### src/rtl/sequence_pkg.sv
// sequence_pkg: state encoding and default sizing shared by sequence_generator
// and the sequence detector family.
package sequence_pkg;

  localparam int MAX_LEN_DEFAULT = 8;

  typedef enum logic [1:0] {
    ST_IDLE   = 2'd0,
    ST_SHIFT  = 2'd1,
    ST_PARITY = 2'd2
  } seq_state_e;

endpackage

### src/rtl/seq_piso.sv
// seq_piso: loadable MSB-first parallel-in/serial-out register.
// On load, the pattern is left-justified so that bit len-1 sits in the top
// position; each shift moves the next bit up. cnt counts remaining bits and
// last flags the final one.
module seq_piso #(
  parameter int MAX_LEN = sequence_pkg::MAX_LEN_DEFAULT,
  parameter int LEN_W   = 4
) (
  input  logic               clk,
  input  logic               rst,
  input  logic               load,
  input  logic [MAX_LEN-1:0] load_data,
  input  logic [LEN_W-1:0]   load_len,
  input  logic               shift,
  output logic               bit_out,
  output logic               last
);

  logic [MAX_LEN-1:0] data_q, data_d;
  logic [LEN_W-1:0]   cnt_q, cnt_d;
  logic [LEN_W-1:0]   shift_amt;

  assign shift_amt = LEN_W'(MAX_LEN) - load_len;
  assign bit_out   = data_q[MAX_LEN-1];
  assign last      = (cnt_q == LEN_W'(1));

  // Load takes priority over shift so a repeated frame can restart in the
  // same cycle its predecessor emits its last bit.
  always_comb begin
    data_d = data_q;
    cnt_d  = cnt_q;
    if (load) begin
      data_d = load_data << shift_amt;
      cnt_d  = load_len;
    end else if (shift && (cnt_q != '0)) begin
      data_d = data_q << 1;
      cnt_d  = cnt_q - LEN_W'(1);
    end
  end

  // Shift register and remaining-bit counter.
  always_ff @(posedge clk) begin
    if (rst) begin
      data_q <= '0;
      cnt_q  <= '0;
    end else begin
      data_q <= data_d;
      cnt_q  <= cnt_d;
    end
  end

endmodule

### src/rtl/sequence_generator.sv
// sequence_generator: serial pattern transmitter, MSB-first, one bit per clock,
// with optional gapless repeat and a done pulse on each frame's final bit.
// Optional feature: define SEQ_GEN_PARITY_EN to append an even-parity bit
// to every frame (done then coincides with the parity bit).
module sequence_generator
  import sequence_pkg::*;
#(
  parameter int MAX_LEN = MAX_LEN_DEFAULT,
  parameter int LEN_W   = 4
) (
  input  logic               clk,
  input  logic               rst,
  input  logic               start,
  input  logic [MAX_LEN-1:0] pattern,
  input  logic [LEN_W-1:0]   len,
  input  logic               repeat_en,
  output logic               out,
  output logic               out_valid,
  output logic               busy,
  output logic               done
);

  seq_state_e         state_q, state_d;
  logic [MAX_LEN-1:0] pat_q, pat_d;
  logic [LEN_W-1:0]   len_q, len_d;
  logic               out_q, out_d;
  logic               out_valid_q, out_valid_d;
  logic               busy_q, busy_d;
  logic               done_q, done_d;

  logic               load;
  logic [MAX_LEN-1:0] load_data;
  logic [LEN_W-1:0]   load_len;
  logic               shift;
  logic               piso_bit;
  logic               piso_last;
  logic [LEN_W-1:0]   len_clamped;

  assign len_clamped = (len > LEN_W'(MAX_LEN)) ? LEN_W'(MAX_LEN) : len;

  seq_piso #(
    .MAX_LEN (MAX_LEN),
    .LEN_W   (LEN_W)
  ) u_piso (
    .clk       (clk),
    .rst       (rst),
    .load      (load),
    .load_data (load_data),
    .load_len  (load_len),
    .shift     (shift),
    .bit_out   (piso_bit),
    .last      (piso_last)
  );

`ifdef SEQ_GEN_PARITY_EN
  logic parity_bit;

  // Even parity over the captured len data bits only.
  always_comb begin
    parity_bit = 1'b0;
    for (int i = 0; i < MAX_LEN; i++) begin
      if (LEN_W'(i) < len_q) parity_bit = parity_bit ^ pat_q[i];
    end
  end
`endif

  // Next-state and next-output logic; outputs lag the FSM by one register stage.
  always_comb begin
    state_d     = state_q;
    pat_d       = pat_q;
    len_d       = len_q;
    out_d       = 1'b0;
    out_valid_d = 1'b0;
    busy_d      = 1'b0;
    done_d      = 1'b0;
    load        = 1'b0;
    load_data   = pattern;
    load_len    = len_clamped;
    shift       = 1'b0;
    case (state_q)
      ST_IDLE: begin
        if (start && (len != '0)) begin
          pat_d   = pattern;
          len_d   = len_clamped;
          load    = 1'b1;
          state_d = ST_SHIFT;
        end
      end
      ST_SHIFT: begin
        out_d       = piso_bit;
        out_valid_d = 1'b1;
        busy_d      = 1'b1;
        shift       = 1'b1;
        if (piso_last) begin
`ifdef SEQ_GEN_PARITY_EN
          state_d = ST_PARITY;
`else
          done_d = 1'b1;
          if (repeat_en) begin
            load      = 1'b1;
            load_data = pat_q;
            load_len  = len_q;
            state_d   = ST_SHIFT;
          end else begin
            state_d = ST_IDLE;
          end
`endif
        end
      end
`ifdef SEQ_GEN_PARITY_EN
      ST_PARITY: begin
        out_d       = parity_bit;
        out_valid_d = 1'b1;
        busy_d      = 1'b1;
        done_d      = 1'b1;
        if (repeat_en) begin
          load      = 1'b1;
          load_data = pat_q;
          load_len  = len_q;
          state_d   = ST_SHIFT;
        end else begin
          state_d = ST_IDLE;
        end
      end
`endif
      default: state_d = ST_IDLE;
    endcase
  end

  // State, captured frame and registered outputs.
  always_ff @(posedge clk) begin
    if (rst) begin
      state_q     <= ST_IDLE;
      pat_q       <= '0;
      len_q       <= '0;
      out_q       <= 1'b0;
      out_valid_q <= 1'b0;
      busy_q      <= 1'b0;
      done_q      <= 1'b0;
    end else begin
      state_q     <= state_d;
      pat_q       <= pat_d;
      len_q       <= len_d;
      out_q       <= out_d;
      out_valid_q <= out_valid_d;
      busy_q      <= busy_d;
      done_q      <= done_d;
    end
  end

  assign out       = out_q;
  assign out_valid = out_valid_q;
  assign busy      = busy_q;
  assign done      = done_q;

endmodule

### config.mk
export PLATFORM = sky130hd
export DESIGN_NAME = sequence_generator
export DESIGN_NICKNAME = d
export VERILOG_FILES = /design/src/rtl/sequence_pkg.sv /design/src/rtl/seq_piso.sv /design/src/rtl/sequence_generator.sv
export SDC_FILE = /design/constraint.sdc
export NUM_CORES = 1
export LEC_CHECK = 0
export BUFFER_PORTS_ARGS = -buffer_cell sky130_fd_sc_hd__buf_4
export CAP_MARGIN = 10
export CORE_MARGIN = 1.5
export CORE_UTILIZATION = 25
export CTS_BUF_LIST = sky130_fd_sc_hd__clkbuf_16
export DETAILED_ROUTE_END_ITERATION = 10
export SYNTH_ARGS = -nofsm -noshare
export SYNTH_HDL_FRONTEND = slang
export SYNTH_SLANG_ARGS = --single-unit
### constraint.sdc
create_clock -name clk -period 3.7 [get_ports clk]
set_clock_uncertainty 0.05 [all_clocks]
set_input_delay 0.185 -clock clk [delete_from_list [all_inputs] [get_ports clk]]
set_output_delay 0.185 -clock clk [all_outputs]
set_load 0.02 [all_outputs]
==> impl_metrics.env <==
export IMPL_synthAdderAreaFrac=0.0212
export IMPL_wl_um=3950
export IMPL_final_core_util=0.303
export IMPL_fp_dieW_um=87.1
export IMPL_ir_drop_v=0.000203
export IMPL_synth_xor_area_frac=0.0198
export IMPL_ys_types=48
export IMPL_cp_startpoint="u_piso.cnt_q[0]"
export IMPL_ff2ff_path_depth=9
export IMPL_power_internal_uw=634
export IMPL_synth_top_cell_area_share=0.317
export IMPL_maxSlewHeadroom=0.471
export IMPL_reg2reg_from="u_piso.cnt_q[0]"
export IMPL_antenna_found_initial=0
export IMPL_synth_area_um2=1770
export IMPL_yosys_area_share_simple=0.221
export IMPL_grt_pass1_wl_um=6660
export IMPL_power_uw=878
export IMPL_synth_seq_area_share=0.317
export IMPL_syn_to_final_growth_pct=16.9
export IMPL_synthMuxAreaShare=0.153
export IMPL_switchingPower_uw=244
export IMPL_port_buffers=19
export IMPL_min_period_ns=3.14
export IMPL_drive_above_1_share=0.166
export IMPL_setup_violations=0
export IMPL_sw_frac_of_total=0.278
export IMPL_synth_edf_count=0
export IMPL_cts_buffer_depth=2
export IMPL_pwr_share_comb=0.231
export IMPL_outcome="finished, final reports clean"
export IMPL_gp_congestion=0.909
export IMPL_slew_viol_final=0
export IMPL_crit_required_ns=3.84
export IMPL_clk_pin_slew_ns=0.07
export IMPL_max_cap_violations=0
export IMPL_overflow=0
export IMPL_dpl_cell_count=309
export IMPL_synth_nets=224
export IMPL_seqPwrFrac=0.401
export IMPL_cts_sinks=28
export IMPL_firstDrtPassIters=5
export IMPL_yosys_warnings=0
export IMPL_num_vias=1484
export IMPL_htreeDepth=1
export IMPL_hold_violations=0
export IMPL_synth_top_family_by_area="simple AND/OR/NAND/NOR gates"
export IMPL_path_max_fanout=11
export IMPL_postRouteAntennaNets=0
export IMPL_wl_per_cell_um=12.6
export IMPL_cts_resized=0
export IMPL_first_iter_violations=81
export IMPL_grt_total_usage=0.111
export IMPL_synth_area_top_cells="dfxtp_1, mux2i_1, nand2_1, a21oi_1, a211oi_1"
export IMPL_num_antenna_cells=0
export IMPL_fin_area_um2=2070
export IMPL_min_path_type="input port to flop"
export IMPL_power_frac_clock=0.368
export IMPL_synth_main_ff_cell="dfxtp_1"
export IMPL_grt_max_degree=25
export IMPL_pin_count=20
export IMPL_fmaxAchievable_mhz=319
export IMPL_cts_setup_buffers=0
export IMPL_avgViaCountPerCell=4.74
export IMPL_final_common_cell="dfxtp_1"
export IMPL_critPathKind="flop to flop"
export IMPL_clock_latency_ns=0.26
export IMPL_initial_core_util=0.259
export IMPL_holdBufCountCts=0
export IMPL_crit_path_end_kind="flop"
export IMPL_final_cell_mix="dfxtp_1, nand2_1, buf_4, a21oi_1, mux2i_1"
export IMPL_dieArea_um2=7590
export IMPL_dpl_cell_area_um2=1960
export IMPL_tns_ns=0
export IMPL_cts_inserted_buffers=3
export IMPL_dp_hpwl_um=2950
export IMPL_r2r_slack_ns=0.56
export IMPL_worstSetupStartpointType="flop"
export IMPL_rsz0062_at_grt="no"
export IMPL_synth_compound_area_share=0.210
export IMPL_synth_area_leader_cell="dfxtp_1"
export IMPL_syn_area_per_cell_um2=8.62
export IMPL_core_rowCount=30
export IMPL_cp_endpoint="u_piso.data_q[6]"
export IMPL_layout_nets=237
export IMPL_syn_inst=205
export IMPL_r2r_end="u_piso.data_q[6]"
export IMPL_worst_pin_slew_ns=0.793
export IMPL_stdcell_count=313
export IMPL_worstPathArrival_ns=3.28
export IMPL_core_um2=6830
export IMPL_fill_cells=756
export IMPL_ys_ff_latch=28
export IMPL_synthArstFlopShare=0
export IMPL_grt_pass1_vias=1372
export IMPL_cellLeakagePower_uw=0.000801
export IMPL_fp_dieH_um=87.1
export IMPL_ctsRootBufferMaster="clkbuf_16"
export IMPL_cts_tree="yes"
export IMPL_drc=0
export IMPL_fin_crit_sh=0.848
export IMPL_pwr_density_cell_nw_per_um2=425
[per-stage QoR]
| stage | hold slack, ns | setup slack (ns) |
|---|---|---|
| 6_report | 0.126 | 0.561 |
| 5_1_grt | 0.134 | 0.318 |
| 3_3_place_gp | 0.393 | 0.655 |
| 4_1_cts | 0.125 | 0.546 |
| 3_5_place_dp | 0.392 | 0.550 |
| 2_1_floorplan | 0.207 | 0.917 |
[worst max-delay path, stage by stage (launching register included)]
cell and delay (ns):
dfxtp_1 0.39, ha_1 0.17, nor3b_2 0.42, nand2_2 0.28
mux2i_1 0.21, ha_1 0.39, clkinv_1 0.24, mux4_2 0.35
or3b_1 0.37, a31oi_1 0.19
[worst min-delay path by stage]
stage / cells after the start / start / slack, ns / endpoint
after CTS: 3 / pattern[5] / 0.13 / pat_q[5]
after detailed placement: 1 / u_piso.data_q[7] / 0.39 / out
final: 3 / pattern[7] / 0.13 / pat_q[7]
after global placement: 1 / u_piso.data_q[7] / 0.39 / out
after global routing: 3 / pattern[6] / 0.13 / pat_q[6]
after floorplan: 1 / rst / 0.21 / u_piso.data_q[4]
[final cells by class]
class                   count  area [um^2]  area share
clock buffers               3         75.1      0.0363
clock inverters             1         30.0      0.0145
inverters                   7         26.3      0.0127
multi-input cells         158         1100       0.535
flip-flops and latches     28          561       0.271
well taps                  96          120      0.0581
repair buffers             20          150      0.0726
[kinds of logic (layout without fill, tap and decap cells)]
kind of cell,after synthesis,count (layout)
AOI/OAI and AO/OA,55,55
xor gates and xnor gates,4,4
DFF,28,28
adders and majority gates,3,3
muxes,21,21
and+or+nand+nor,75,75
buffers and inverters,19,31
[registers in the layout, summed over array words and instances (netlist names)]
| signal | count |
|---|---|
| done | 1 |
| out | 1 |
| len_q | 4 |
| busy | 1 |
| pat_q | 8 |
| u_piso.cnt_q | 4 |
| state_q | 1 |
| u_piso.data_q | 8 |
[metal layers]
layer  vias to the layer above  global-route usage  wire (um)  part of all wire
li1                        772                   -          -                 -
met1                       685               0.156       2000              0.51
met2                        25               0.177       1780              0.45
met3                         2              0.0256        157             0.040
met4                         0              0.0130          9            0.0023
met5                         -                   0          0                 0
[synth_stat cells (3+ instances only)]
cell type / count
and2_1: 4
nor3_1: 4
clkbuf_1: 6
dfxtp_1: 28
ha_1: 3
a22oi_1: 3
a211oi_1: 7
a31oi_1: 3
inv_1: 6
o211ai_1: 3
o21ai_0: 9
xnor2_1: 4
nand2_1: 27
a21oi_1: 16
buf_6: 3
nor2b_1: 5
nor2_1: 14
or3_1: 3
nand4_1: 3
or3b_1: 4
mux2i_1: 15
[power groups by stage]
| stage | registers (uW) | clock network, uW | logic, uW |
|---|---|---|---|
| 3_5_place_dp | 359 | 0 | 203 |
| 4_1_cts | 352 | 329 | 204 |
| 3_3_place_gp | 358 | 0 | 202 |
| 5_1_grt | 356 | 339 | 231 |
| 2_1_floorplan | 353 | 0 | 157 |
| 6_report | 352 | 323 | 203 |
(Power assumes the default switching activity.)
